$ cat src/rtl/uart_tx_arbiter_pkg.sv
// Shared definitions for the UART transmit arbiter:
// FSM state encoding and the default stall watchdog length.
package uart_tx_arbiter_pkg;

   localparam int CLOCK_RATE       = 24000000;
   localparam int STALL_CYCLES_DEF = CLOCK_RATE / 100;

   typedef enum logic {
      ST_IDLE = 1'b0,
      ST_LOCK = 1'b1
   } arb_state_t;

endpackage

$ cat src/rtl/uart_tx_arbiter_rr_pick.sv
// Combinational round-robin search: first set bit of req
// starting at ptr+1 and wrapping, plus an any-valid flag.
module uart_tx_arbiter_rr_pick #(
   parameter int N  = 3,
   parameter int IW = 2
) (
   input  logic [N-1:0]  req,
   input  logic [IW-1:0] ptr,
   output logic [IW-1:0] idx,
   output logic          any
);

   logic [IW-1:0] cand;

   // Walk from the farthest candidate back so the nearest one wins.
   always_comb begin
      idx  = '0;
      any  = 1'b0;
      cand = '0;
      for (int k = N; k >= 1; k--) begin
         cand = IW'((int'(ptr) + k) % N);
         if (req[cand]) begin
            idx = cand;
            any = 1'b1;
         end
      end
   end

endmodule

$ cat src/rtl/uart_tx_arbiter.sv
// Message-locked round-robin arbiter in front of one UART
// transmitter, with a watchdog for sources that stall mid-message.
module uart_tx_arbiter
   import uart_tx_arbiter_pkg::*;
#(
   parameter int NREQ         = 3,
   parameter int DW           = 8,
   parameter int STALL_CYCLES = STALL_CYCLES_DEF,
   parameter int IDW          = (NREQ > 1) ? $clog2(NREQ) : 1
) (
   input  logic               clk,
   input  logic               rst_n,
   input  logic [NREQ-1:0]    req_valid,
   input  logic [NREQ*DW-1:0] req_data,
   input  logic [NREQ-1:0]    req_last,
   output logic [NREQ-1:0]    req_ready,
   output logic               tx_valid,
   output logic [DW-1:0]      tx_data,
   input  logic               tx_ready,
   output logic               busy,
   output logic [IDW-1:0]     grant_id,
   output logic               stall_err,
   output logic [IDW-1:0]     stall_id
);

   localparam int            CW       = $clog2(STALL_CYCLES + 1);
   localparam logic [CW-1:0] CNT_LAST = CW'(STALL_CYCLES - 1);
   localparam logic [CW-1:0] CNT_MAX  = CW'(STALL_CYCLES);

   arb_state_t     state;
   logic [IDW-1:0] rr_ptr;
   logic [CW-1:0]  stall_cnt;
   logic [IDW-1:0] pick_idx;
   logic           pick_any;
   logic [DW-1:0]  data_arr [NREQ];
   logic [DW-1:0]  sel_data;
   logic           sel_valid;
   logic           sel_last;
   logic           tx_free;
   logic           hs;

   uart_tx_arbiter_rr_pick #(
      .N  (NREQ),
      .IW (IDW)
   ) u_pick (
      .req (req_valid),
      .ptr (rr_ptr),
      .idx (pick_idx),
      .any (pick_any)
   );

   always_comb begin
      for (int i = 0; i < NREQ; i++) begin
         data_arr[i] = req_data[i*DW +: DW];
      end
   end

   assign sel_data  = data_arr[grant_id];
   assign sel_valid = req_valid[grant_id];
   assign sel_last  = req_last[grant_id];

   // The output register frees up in the same cycle it is drained.
   assign tx_free = !tx_valid || tx_ready;
   assign hs      = (state == ST_LOCK) && sel_valid && tx_free;
   assign busy    = (state == ST_LOCK) || tx_valid;

   always_comb begin
      req_ready = '0;
      if (state == ST_LOCK) begin
         req_ready[grant_id] = tx_free;
      end
   end

   always_ff @(posedge clk or negedge rst_n) begin
      if (!rst_n) begin
         state     <= ST_IDLE;
         grant_id  <= '0;
         rr_ptr    <= IDW'(NREQ - 1);
         stall_cnt <= '0;
         tx_valid  <= 1'b0;
         tx_data   <= '0;
         stall_err <= 1'b0;
         stall_id  <= '0;
      end else begin
         stall_err <= 1'b0;
         if (hs) begin
            tx_valid <= 1'b1;
            tx_data  <= sel_data;
         end else if (tx_valid && tx_ready) begin
            tx_valid <= 1'b0;
         end
         unique case (state)
            ST_IDLE: begin
               if (pick_any) begin
                  state     <= ST_LOCK;
                  grant_id  <= pick_idx;
                  stall_cnt <= '0;
               end
            end
            ST_LOCK: begin
               if (hs) begin
                  stall_cnt <= '0;
                  if (sel_last) begin
                     state  <= ST_IDLE;
                     rr_ptr <= grant_id;
                  end
               end else if (!sel_valid) begin
                  // Backpressured-but-valid cycles never reach here.
                  if (stall_cnt == CNT_LAST) begin
                     state     <= ST_IDLE;
                     stall_err <= 1'b1;
                     stall_id  <= grant_id;
                     rr_ptr    <= grant_id;
                     stall_cnt <= CNT_MAX;
                  end else if (stall_cnt != CNT_MAX) begin
                     stall_cnt <= stall_cnt + 1'b1;
                  end
               end
            end
         endcase
      end
   end

endmodule

$ cat config.mk
export PLATFORM = sky130hd
export DESIGN_NAME = uart_tx_arbiter
export DESIGN_NICKNAME = d
export VERILOG_FILES = /design/src/rtl/uart_tx_arbiter_pkg.sv /design/src/rtl/uart_tx_arbiter_rr_pick.sv /design/src/rtl/uart_tx_arbiter.sv
export SDC_FILE = /design/constraint.sdc
export NUM_CORES = 1
export LEC_CHECK = 0
export ABC_AREA = 1
export ABC_CLOCK_PERIOD_IN_PS = 3030
export CAP_MARGIN = 20
export CORE_MARGIN = 2
export CORE_UTILIZATION = 55
export CTS_BUF_LIST = sky130_fd_sc_hd__clkbuf_8 sky130_fd_sc_hd__clkbuf_16
export CTS_CLUSTER_SIZE = 25
export DETAILED_ROUTE_END_ITERATION = 8
export PLACE_DENSITY = 0.95
export SETUP_SLACK_MARGIN = 0.5
export SYNTH_ARGS = -nofsm -noshare
export SYNTH_HDL_FRONTEND = slang
export SYNTH_HIERARCHICAL = 1
export SYNTH_SLANG_ARGS = --single-unit
$ cat constraint.sdc
create_clock -name clk -period 3.03 [get_ports clk]
set_input_delay 0.303 -clock clk [delete_from_list [all_inputs] [get_ports clk]]
set_output_delay 0.303 -clock clk [all_outputs]
set_load 0.01 [all_outputs]
==> qor.yml <==
layout:
  n_antenna_cell: 0
  drive_gt1_share_pct: 8.564
  area_growth_pct: 26.89
  n_fill_cell: 337
  nets: 435
yosys:
  yosys_register_bits: 35
  synth_cells: 345
  synth_warnings: 6
  avgSynthCellArea_um2: 7.068
  synth.top_cell.area_share_pct: 34.89
  syn_nets: 384
  synthTopCellsByArea: "dfrtp_1 (35%), nand2_1 (18%), nand3_1 (8.0%)"
  synth_area_leader_cell: "dfrtp_1"
  syn_area_mm2: 0.002439
  yosysSeqAreaShare_pct: 35.97
  ys_types: 35
clock_tree:
  numCtsBuffers: 5
  clkTransAtPathRegs_ns: 0.08
  htreeDepth: 2
  post_cts_buffers: 0
  ctsResizeCount: 0
  clock_latency_ns: 0.29
  clock_sinks: 35
  tritoncts: "done"
  cts_hold_buf: 0
  root_buffer: "clkbuf_8"
  cts_max_path_buffers: 2
drt:
  vias: 2455
  routed_via_density: 5.468
  wl_per_cell_um: 13.95
  drt_iter0_markers: 261
  routed_wl_um: 6265
  dr.pass1.iters: 4
  ant_nets: 0
  drc: 0
global_route:
  grt_pass1_wl_um: 10660
  grt.overflow.total: 0
  gr-usage-all-layers_pct: 26.51
  grt_max_degree: 36
  antenna_found_initial: 0
  grt_pass1_vias: 2350
worst_setup_path:
  critPathCapture: "stall_cnt[7]"
  reg2reg_depth: 10
  arrival_ns: 2.47
  crit_fanout: 14
  rr_startpoint: "rr_ptr[1]"
  critPathLaunchType: "register"
  r2r_setup_slack_ns: 0.78
  r2r-end: "stall_cnt[7]"
  crit_path_end_kind: "register"
  path_class: "reg2reg"
  required_ns: 3.26
  startpoint: "rr_ptr[1]"
die:
  ios: 51
  dieArea_mm2: 0.004982
  initial_utilization_pct: 56.39
  num_rows: 24
  die_w_um: 70.59
  coreArea_mm2: 0.004324
  dieHeight_um: 70.59
power:
  p_per_area_mw_per_mm2: 753.6
  p_leak_nw: 1.566
  max-vdd-ir-drop_uv: 526.3
sta:
  worst_pin_slew_ns: 0.4828
  setup_viol: 0
  timing.hold.ws_ns: 0.4329
  fin_ws_ns: 0.7842
  rsz0062_at_grt: "no"
  period_share_pct: 74.12
  min_period_ns: 2.246
  finClkSkew_ns: 0.01060
  slew_headroom_pct: 67.69
  hold_viol_final: 0
  setup_tns_ns: 0
  max_freq_ghz: 0.4453
  slew_violations: 0
placement:
  port_buffers: 50
  gp_congestion: 0.9193
  post-place-ws_ns: 0.8126
  hpwl_um: 4469
run:
  maxCapViolCount: 0
worst_hold_path:
  min_path_type: "in2async"
status:
  status: "complete, no violations"
==> worst max-delay path, stage by stage (launching register included) <==
cell and delay, ns:
dfstp_2 0.56, ha_1 0.29, nor3_1 0.33, a21oi_2 0.08
nand3b_1 0.10, nand2_1 0.14, nand3_2 0.21, nand3_1 0.11
inv_2 0.21, nand2_1 0.09, nand2_1 0.06
==> per-stage QoR <==
stage	instance area, um2	total power (W)	cells	util (%)
floorplan	2439	0.001487	345	-
global placement	2973	0.001833	441	68.75
detailed placement	2973	0.001877	441	68.75
CTS	3094	0.002332	449	71.56
global route	3094	0.002489	449	71.56
finish	3094	0.002332	449	71.56
==> routing by layer <==
| metal | global-route usage, % | vias up | share of wire [%] |
|---|---|---|---|
| met5 | 0 | - | 0 |
| met4 | 8.805 | 0 | 2.2 |
| met3 | 4.701 | 18 | 5.5 |
| met2 | 45.49 | 90 | 50 |
| met1 | 34.17 | 1145 | 42 |
| li1 | - | 1202 | - |
==> report_power, final <==
group          switching, W  total (W)  internal, W
Sequential        0.0000983   0.000668     0.000570
Clock              0.000178   0.000449     0.000271
Combinational      0.000739    0.00122     0.000476
==> kinds of logic after synthesis <==
family / share of synthesized area [%]
adders and majority gates: 3.078
and+or+nand+nor: 39.25
buffers and inverters: 8.363
AOI/OAI and AO/OA: 8.671
DFF: 35.97
xor gates and xnor gates: 4.669
==> worst min-delay path by stage <==
stage	start	to
floorplan	rst_n	grant_id[0]
CTS	rst_n	stall_cnt[15]
global route	rst_n	tx_data[5]
finish	rst_n	grant_id[1]
detailed placement	tx_data[5]	tx_data[5]
global placement	tx_data[6]	tx_data[6]
==> cells in the mapped netlist <==
master and count:
nand2_1 117, nand3_1 39, dfrtp_1 34, inv_1 34, nor2_1 25, xor2_1 9, a21o_1 8, a31oi_1 8
ha_1 6, nor3_1 6, a21oi_1 5, nand3_2 5, nand4_1 5, clkbuf_1 4, inv_2 4, o21ai_0 4
xnor2_1 4, buf_4 3, nor2_4 3, o21ai_1 3, a21oi_2 2, clkinv_1 2, nand2_2 2, nand3b_1 2
a21boi_0 1, and3_1 1, buf_2 1, buf_6 1, dfstp_2 1, nand2_4 1, nand3_4 1, nor2_2 1
o21ai_4 1, or2_2 1, or2_4 1
==> placed cells by master (no fill, tap or decap), types with 3 or more instances in the layout <==
cell / instances
a21o_1: 8
a21oi_1: 5
a31oi_1: 8
buf_4: 3
clkbuf_8: 6
clkdlybuf4s50_1: 50
dfrtp_1: 34
ha_1: 6
inv_1: 34
inv_2: 4
nand2_1: 117
nand3_1: 39
nand3_2: 5
nand4_1: 5
nor2_1: 25
nor2_4: 3
nor3_1: 6
o21ai_0: 4
o21ai_1: 3
xnor2_1: 4
xor2_1: 9
==> state kept, by name (all words and copies together), names as in the netlist <==
signal and count:
stall_cnt 18, state 1, grant_id 2, rr_ptr 2, stall_err 1, tx_valid 1, stall_id 2, tx_data 8
==> layout make-up <==
type	count	area (um2)	share of cell area (%)
clock buffer	6	82.58	2.669
timing repair buffer	53	523.0	16.90
tap	52	65.06	2.103
multi-input combinational	261	1358	43.87
inverter	40	150.1	4.852
clock inverter	2	38.79	1.254
sequential	35	877.1	28.35
Note: power is estimated with default switching activity, not from simulation.
